File: config.mk
export PLATFORM = sky130hd
export DESIGN_NAME = obf_par_rx
export DESIGN_NICKNAME = d
export VERILOG_FILES = /design/src/rtl/obf_par_rx.sv
export SDC_FILE = /design/constraint.sdc
export NUM_CORES = 1
export LEC_CHECK = 0
export ABC_AREA = 1
export CAP_MARGIN = 20
export CORE_UTILIZATION = 60
export CTS_BUF_LIST = sky130_fd_sc_hd__clkbuf_8
export DETAILED_ROUTE_END_ITERATION = 6
export PLACE_DENSITY = 0.93
export SLEW_MARGIN = 30
export SYNTH_ARGS = -nofsm -noshare
export SYNTH_HDL_FRONTEND = slang
export SYNTH_SLANG_ARGS = --single-unit
File: constraint.sdc
create_clock -name clk_i -period 2.4 [get_ports clk_i]
set_input_delay 0.48 -clock clk_i [delete_from_list [all_inputs] [get_ports clk_i]]
set_output_delay 0.48 -clock clk_i [all_outputs]
set_load 0.005 [all_outputs]
File: src/rtl/obf_par_rx.sv
// obf_par_rx: serial frame receiver (start, DATA_W data bits LSB first,
// even parity, stop) with parity and framing error flags.
// Ports: clk_i clock; rst_i sync active-high reset; rx_i serial line (idle 1);
//        dat_o received word; vld_o one-cycle frame-complete pulse;
//        perr_o parity error; ferr_o framing error; busy_o not idle.
// Optional: define OBF_PAR_RX_SYNC_EN to pass rx_i through a 2-flop
//           synchronizer (adds 2 cycles to every sample point and vld_o).
module obf_par_rx #(
    parameter int DATA_W       = 8,
    parameter int CLKS_PER_BIT = 16
) (
    input  logic              clk_i,
    input  logic              rst_i,
    input  logic              rx_i,
    output logic [DATA_W-1:0] dat_o,
    output logic              vld_o,
    output logic              perr_o,
    output logic              ferr_o,
    output logic              busy_o
);

    localparam int HALF = CLKS_PER_BIT / 2;
    localparam int CW   = $clog2(CLKS_PER_BIT);
    localparam int BW   = $clog2(DATA_W + 1);

    typedef enum logic [2:0] {
        IDLE, START, DATA, PAR, STOP, WAITH
    } state_t;

    state_t            state, state_n;
    logic [CW-1:0]     cnt;
    logic [BW-1:0]     bit_cnt;
    logic [DATA_W-1:0] sh;
    logic              par_acc;
    logic              stop_bit;
    logic              done;
    logic              rx;
    logic              tick_half;
    logic              tick_bit;
    logic [DATA_W:0]   sh_ext;

`ifdef OBF_PAR_RX_SYNC_EN
    logic [1:0] sync;

    always_ff @(posedge clk_i) begin
        if (rst_i) begin
            sync <= 2'b11;
        end else begin
            sync <= {sync[0], rx_i};
        end
    end

    assign rx = sync[1];
`else
    assign rx = rx_i;
`endif

    assign tick_half = (cnt == CW'(HALF - 1));
    assign tick_bit  = (cnt == CW'(CLKS_PER_BIT - 1));
    // Shift right with the new bit entering at the MSB; works for DATA_W=1.
    assign sh_ext    = {rx, sh};

    // done covers the cycle between the stop sample and the vld_o pulse.
    assign busy_o = (state != IDLE) || done;

    always_comb begin
        state_n = state;
        unique case (state)
            IDLE:  if (!rx) state_n = START;
            START: if (tick_half) state_n = rx ? IDLE : DATA;
            DATA:  if (tick_bit && bit_cnt == BW'(DATA_W - 1)) state_n = PAR;
            PAR:   if (tick_bit) state_n = STOP;
            STOP:  if (tick_bit) state_n = rx ? IDLE : WAITH;
            WAITH: if (rx) state_n = IDLE;
            default: state_n = IDLE;
        endcase
    end

    always_ff @(posedge clk_i) begin
        if (rst_i) begin
            state    <= IDLE;
            cnt      <= '0;
            bit_cnt  <= '0;
            sh       <= '0;
            par_acc  <= 1'b0;
            stop_bit <= 1'b0;
            done     <= 1'b0;
            dat_o    <= '0;
            vld_o    <= 1'b0;
            perr_o   <= 1'b0;
            ferr_o   <= 1'b0;
        end else begin
            state <= state_n;
            vld_o <= 1'b0;
            done  <= 1'b0;
            if (done) begin
                vld_o  <= 1'b1;
                dat_o  <= sh;
                perr_o <= par_acc;
                ferr_o <= ~stop_bit;
            end
            unique case (state)
                IDLE: begin
                    cnt     <= '0;
                    bit_cnt <= '0;
                    par_acc <= 1'b0;
                end
                START: begin
                    cnt <= tick_half ? '0 : cnt + CW'(1);
                end
                DATA: begin
                    if (tick_bit) begin
                        cnt     <= '0;
                        sh      <= sh_ext[DATA_W:1];
                        par_acc <= par_acc ^ rx;
                        bit_cnt <= bit_cnt + BW'(1);
                    end else begin
                        cnt <= cnt + CW'(1);
                    end
                end
                PAR: begin
                    if (tick_bit) begin
                        cnt     <= '0;
                        par_acc <= par_acc ^ rx;
                    end else begin
                        cnt <= cnt + CW'(1);
                    end
                end
                STOP: begin
                    if (tick_bit) begin
                        cnt      <= '0;
                        stop_bit <= rx;
                        done     <= 1'b1;
                    end else begin
                        cnt <= cnt + CW'(1);
                    end
                end
                WAITH: begin
                    cnt <= '0;
                end
                default: cnt <= '0;
            endcase
        end
    end

endmodule

After elaboration in Yosys (flattened, before gate mapping)
Index checks and enable logic that the tools add are counted.

Bits in registers: 33. Input bits: 3. Output and inout bits: 12. Logic and storage cells: 64.

$add $sub $neg: 2. Eq/ne operators: 16. Multiplexer cells: 18. Bitwise gates (word level): 3. Reductions and logical operators: 14.

Operators by type and width (count): 2-to-1 mux 3 bit (7); one-hot mux 3 bit (6 select lines) (1); one-hot mux 4 bit (2 select lines) (2); != test 2 bit, second input constant (7); 2-to-1 mux 4 bit (3); adder 4 x 1 -> 4 bit, second input constant (2); == test 4 x 3 -> 1 bit, second input constant (2); AND reduction 2 bit (4); == test 3 x 2 -> 1 bit, second input constant (2); == test 3 bit, second input constant (2); AND reduction 6 bit (1); == test 4 bit, second input constant (1); nonzero test 2 bit (2); OR reduction 2 bit (2); == test 3 x 1 -> 1 bit, second input constant (1); zero test 3 bit (1); 2-to-1 mux 1 bit (3); nonzero test 3 bit (1); OR reduction 3 bit (1); 2-to-1 mux 2 bit (1); != test 2 x 1 -> 1 bit, second input constant (1); NOT 1 bit (2); one-hot mux 1 bit (2 select lines) (1); logical AND 1 bit (1); other kinds (2) (2).

Longest topological paths before layout
Word-level depth: 4. Gate-level depth with buffers: 11.

Worst setup path after synthesis
Ideal clock, no wire load.

Path kind: reg2out. Start point: register state[2]. End point: output busy_o. Data arrival time: 0.805 ns. Data required time: 1.920 ns. Path slack: 1.115 ns. Cell stages (with the launch flop): 5. Path buffers: 0. Path through: dfxtp_1 nor2_2 inv_2 nor2_1 nand2_1.

Longest elaborated chain between the ends: 2.

RTL lines: start, declared (RTL line 30) `state_t state, state_n;`; start signal, assigned (RTL line 93) `state <= state_n;`; nonzero test 3 bit (RTL line 64) `assign busy_o = (state != IDLE) || done;`; logical OR 1 bit (RTL line 64); end, declared (RTL line 19) `output logic busy_o`.

Every way passes these cells.

Final worst setup path
Ends and elaborated chain as after synthesis.

==> flow_metrics.tcl <==
set metrics [dict create \
    drt_iter0_drc 40 \
    die_x_um 50.01 \
    die_h_um 50.01 \
    portBuffers 14 \
    crit_path_max_fanout 6 \
    r2r_setup_slack_ps 910 \
    synth_area_mm2 0.001383 \
    timing.fmax_mhz 459.1 \
    ctsHoldBuffers 0 \
    firstDrtPassIters 4 \
    grt_max_degree 26 \
    fin_area_mm2 0.001629 \
    antennaDiodeCount 0 \
    antenna_found_initial 0 \
    fin_util 0.7436 \
    cts_resized 0 \
    ir_drop_mv 0.6194 \
    cts-root-buf "clkbuf_8" \
    antenna_left 0 \
    area_growth_pct 17.83 \
    drv_cap 0 \
    via_count 1272 \
    final_net_count 209 \
    grt_pass1_vias 1172 \
    wl_um 3006 \
    slowest_stage "clkdlybuf4s50_1" \
    r2r_cells 7 \
    setup_viol 0 \
    stdcell_count 233 \
    ys_seq_area_frac 0.4778 \
    clk_latency_ps 290 \
    synth_warnings 0 \
    cts-htree-levels 2 \
    post_cts_buffers 0 \
    fin_crit_sh 0.9076 \
    grt_overflow 0 \
    seq_area_um2 660.6 \
    holdWs_ps 450.1 \
    die-area_mm2 0.002501 \
    synth_seq_cells 33 \
    drv_slew 0 \
    post-route-min-period_ps 2178 \
    criticalPathCategory "reg -> out" \
    grt_usage 0.2707 \
    critPathArrivalTime_ps 1700 \
    grt_pass1_wl_um 4954 \
    routedWlPerCell_um 12.90 \
    dpl.cell_count 225 \
    tritoncts_num_sinks 33 \
    cp-startpoint "state[2]" \
    cts.clk_slew.worst_paths_ps 70 \
    status "finished clean" \
    leakage_nw 0.7125 \
    hpwl_um 2034 \
    cpPeakStageDelay_ps 450 \
    detail_route.vias_per_cell 5.459 \
    cts_buffers 5 \
    drc 0 \
    skew_ps 9.461 \
    tightest_slew_ps 596.3 \
    io_pins 15 \
    tritoncts "done" \
    reg2reg_from "cnt[0]" \
    place_congestion 0.8793 \
    syn_inst 186 \
    avgSynthCellArea_um2 7.433 \
    relSlewSlack 0.6020 \
    worstHoldPathType "reg -> reg" \
    finalHoldViolCount 0 \
    required_ps 1920 \
    fillCellCount 156 \
    start_kind "register" \
    hold_depth 1 \
    dpl_cell_area_mm2 0.001546 \
    worstHoldStart "stop_bit" \
    cp_cell_sequence "nor2_2 -> inv_2 -> nor2_1 -> nand2_1 -> clkdlybuf4s50_1" \
    syn_nets 191 \
    multi_input_area_um2 650.6 \
    critPathCaptureType "output port" \
    core_area_mm2 0.002191 \
    rows 17 \
    start_util 0.6311 \
    powerDensity_mw_per_mm2 862.6 \
    fin_tns_setup_ps 0 \
    clock_path_buffers 2 \
    grt_setup_unrepaired "no" \
    drive_gt1_frac 0.1268 \
    synthDistinctLibCells 28 \
]
synth_stat cells, drive strengths merged:
library cell	instances	share of area
a21boi	1	0.0054
a21oi	9	0.035
clkbuf	3	0.0081
nand3	10	0.040
o21ai	23	0.083
or2	1	0.0045
buf	1	0.0054
dfxtp	33	0.48
nand3b	1	0.0054
nor3	2	0.011
inv	13	0.035
nor2	50	0.15
ha	2	0.018
xnor2	1	0.0063
nand4	2	0.0090
xor2	1	0.0063
clkinv	1	0.0027
and3	1	0.0045
nand2	31	0.095
cells by family (layout without fill, tap and decap cells):
family / Yosys count / after routing / synth area share
xor gates and xnor gates: 2 / 2 / 0.01267
DFF: 33 / 33 / 0.4778
AOI/OAI and AO/OA: 33 / 33 / 0.1240
adders and majority gates: 2 / 2 / 0.01810
buffers and inverters: 18 / 37 / 0.05158
and+or+nand+nor: 98 / 98 / 0.3158
flip-flops by register name, indices dropped and copies added, names as in the netlist, 3 cells and up:
register	cells
sh	8
bit_cnt	4
cnt	4
dat_o	8
state	3
per-layer routing:
metal  track usage  wire (µm)
met2        0.4689       1533
met3       0.08642        144
met4        0.1286         64
met5             0          0
met1        0.2931       1263
final timing paths:
check	endpoint
setup / recovery	busy_o
hold / removal	ferr_o
setup reg to reg	sh[6]
hold reg to reg	ferr_o
layout make-up:
| cell class | count | share of cell area |
|---|---|---|
| repair buffers | 15 | 0.09063 |
| clock buffers | 5 | 0.04224 |
| flip-flops and latches | 33 | 0.4055 |
| inverters | 14 | 0.03226 |
| multi-input cells | 135 | 0.3994 |
| clock inverters | 3 | 0.008449 |
| well taps | 28 | 0.02151 |
stage by stage:
stage / setup slack (ps) / power, mW
final: 221.8 / 1.405
after global routing: 122.8 / 1.483
after CTS: 215.2 / 1.404
after detailed placement: 428.4 / 1.013
after global placement: 492.8 / 0.9974
after floorplan: 1115 / 0.9205
critical path: cells and delay by family, from the launching register on:
| kind | cells | cell delay (ps) |
|---|---|---|
| and+or+nand+nor | 3 | 540 |
| buffers and inverters | 2 | 500 |
| DFF | 1 | 370 |
report_power, final:
group | total (mW) | switching [mW] | internal [mW]
Sequential | 0.618 | 0.0405 | 0.578
Clock | 0.396 | 0.200 | 0.196
Combinational | 0.390 | 0.255 | 0.136
Total | 1.41 | 0.495 | 0.910
layout by cell type, fill, tap and decap left out:
| master | synthesis | routed |
|---|---|---|
| a21oi_1 | 8 | 8 |
| inv_1 | 7 | 8 |
| nand3b_1 | 1 | 1 |
| nand3_1 | 9 | 9 |
| o21ai_0 | 20 | 20 |
| xor2_1 | 1 | 1 |
| nor2_1 | 46 | 46 |
| nor2_4 | 1 | 1 |
| a21boi_0 | 1 | 1 |
| ha_1 | 2 | 2 |
| nand2_2 | 3 | 3 |
| xnor2_1 | 1 | 1 |
| nor3_1 | 1 | 1 |
| nor3_2 | 1 | 1 |
| clkdlybuf4s50_1 | 0 | 14 |
| clkbuf_8 | 0 | 5 |
| nor2_2 | 3 | 3 |
| nand2_4 | 1 | 1 |
| and3_1 | 1 | 1 |
| clkinv_2 | 0 | 2 |
| nand4_1 | 2 | 2 |
| nand2_1 | 27 | 27 |
| buf_4 | 1 | 1 |
| or2_2 | 1 | 1 |
| o21ai_1 | 3 | 3 |
| clkinv_1 | 1 | 1 |
| dfxtp_1 | 33 | 33 |
| nand3_2 | 1 | 1 |
| a21oi_2 | 1 | 1 |
| inv_2 | 6 | 6 |
No activity file was read; power rests on OpenSTA's default activity.
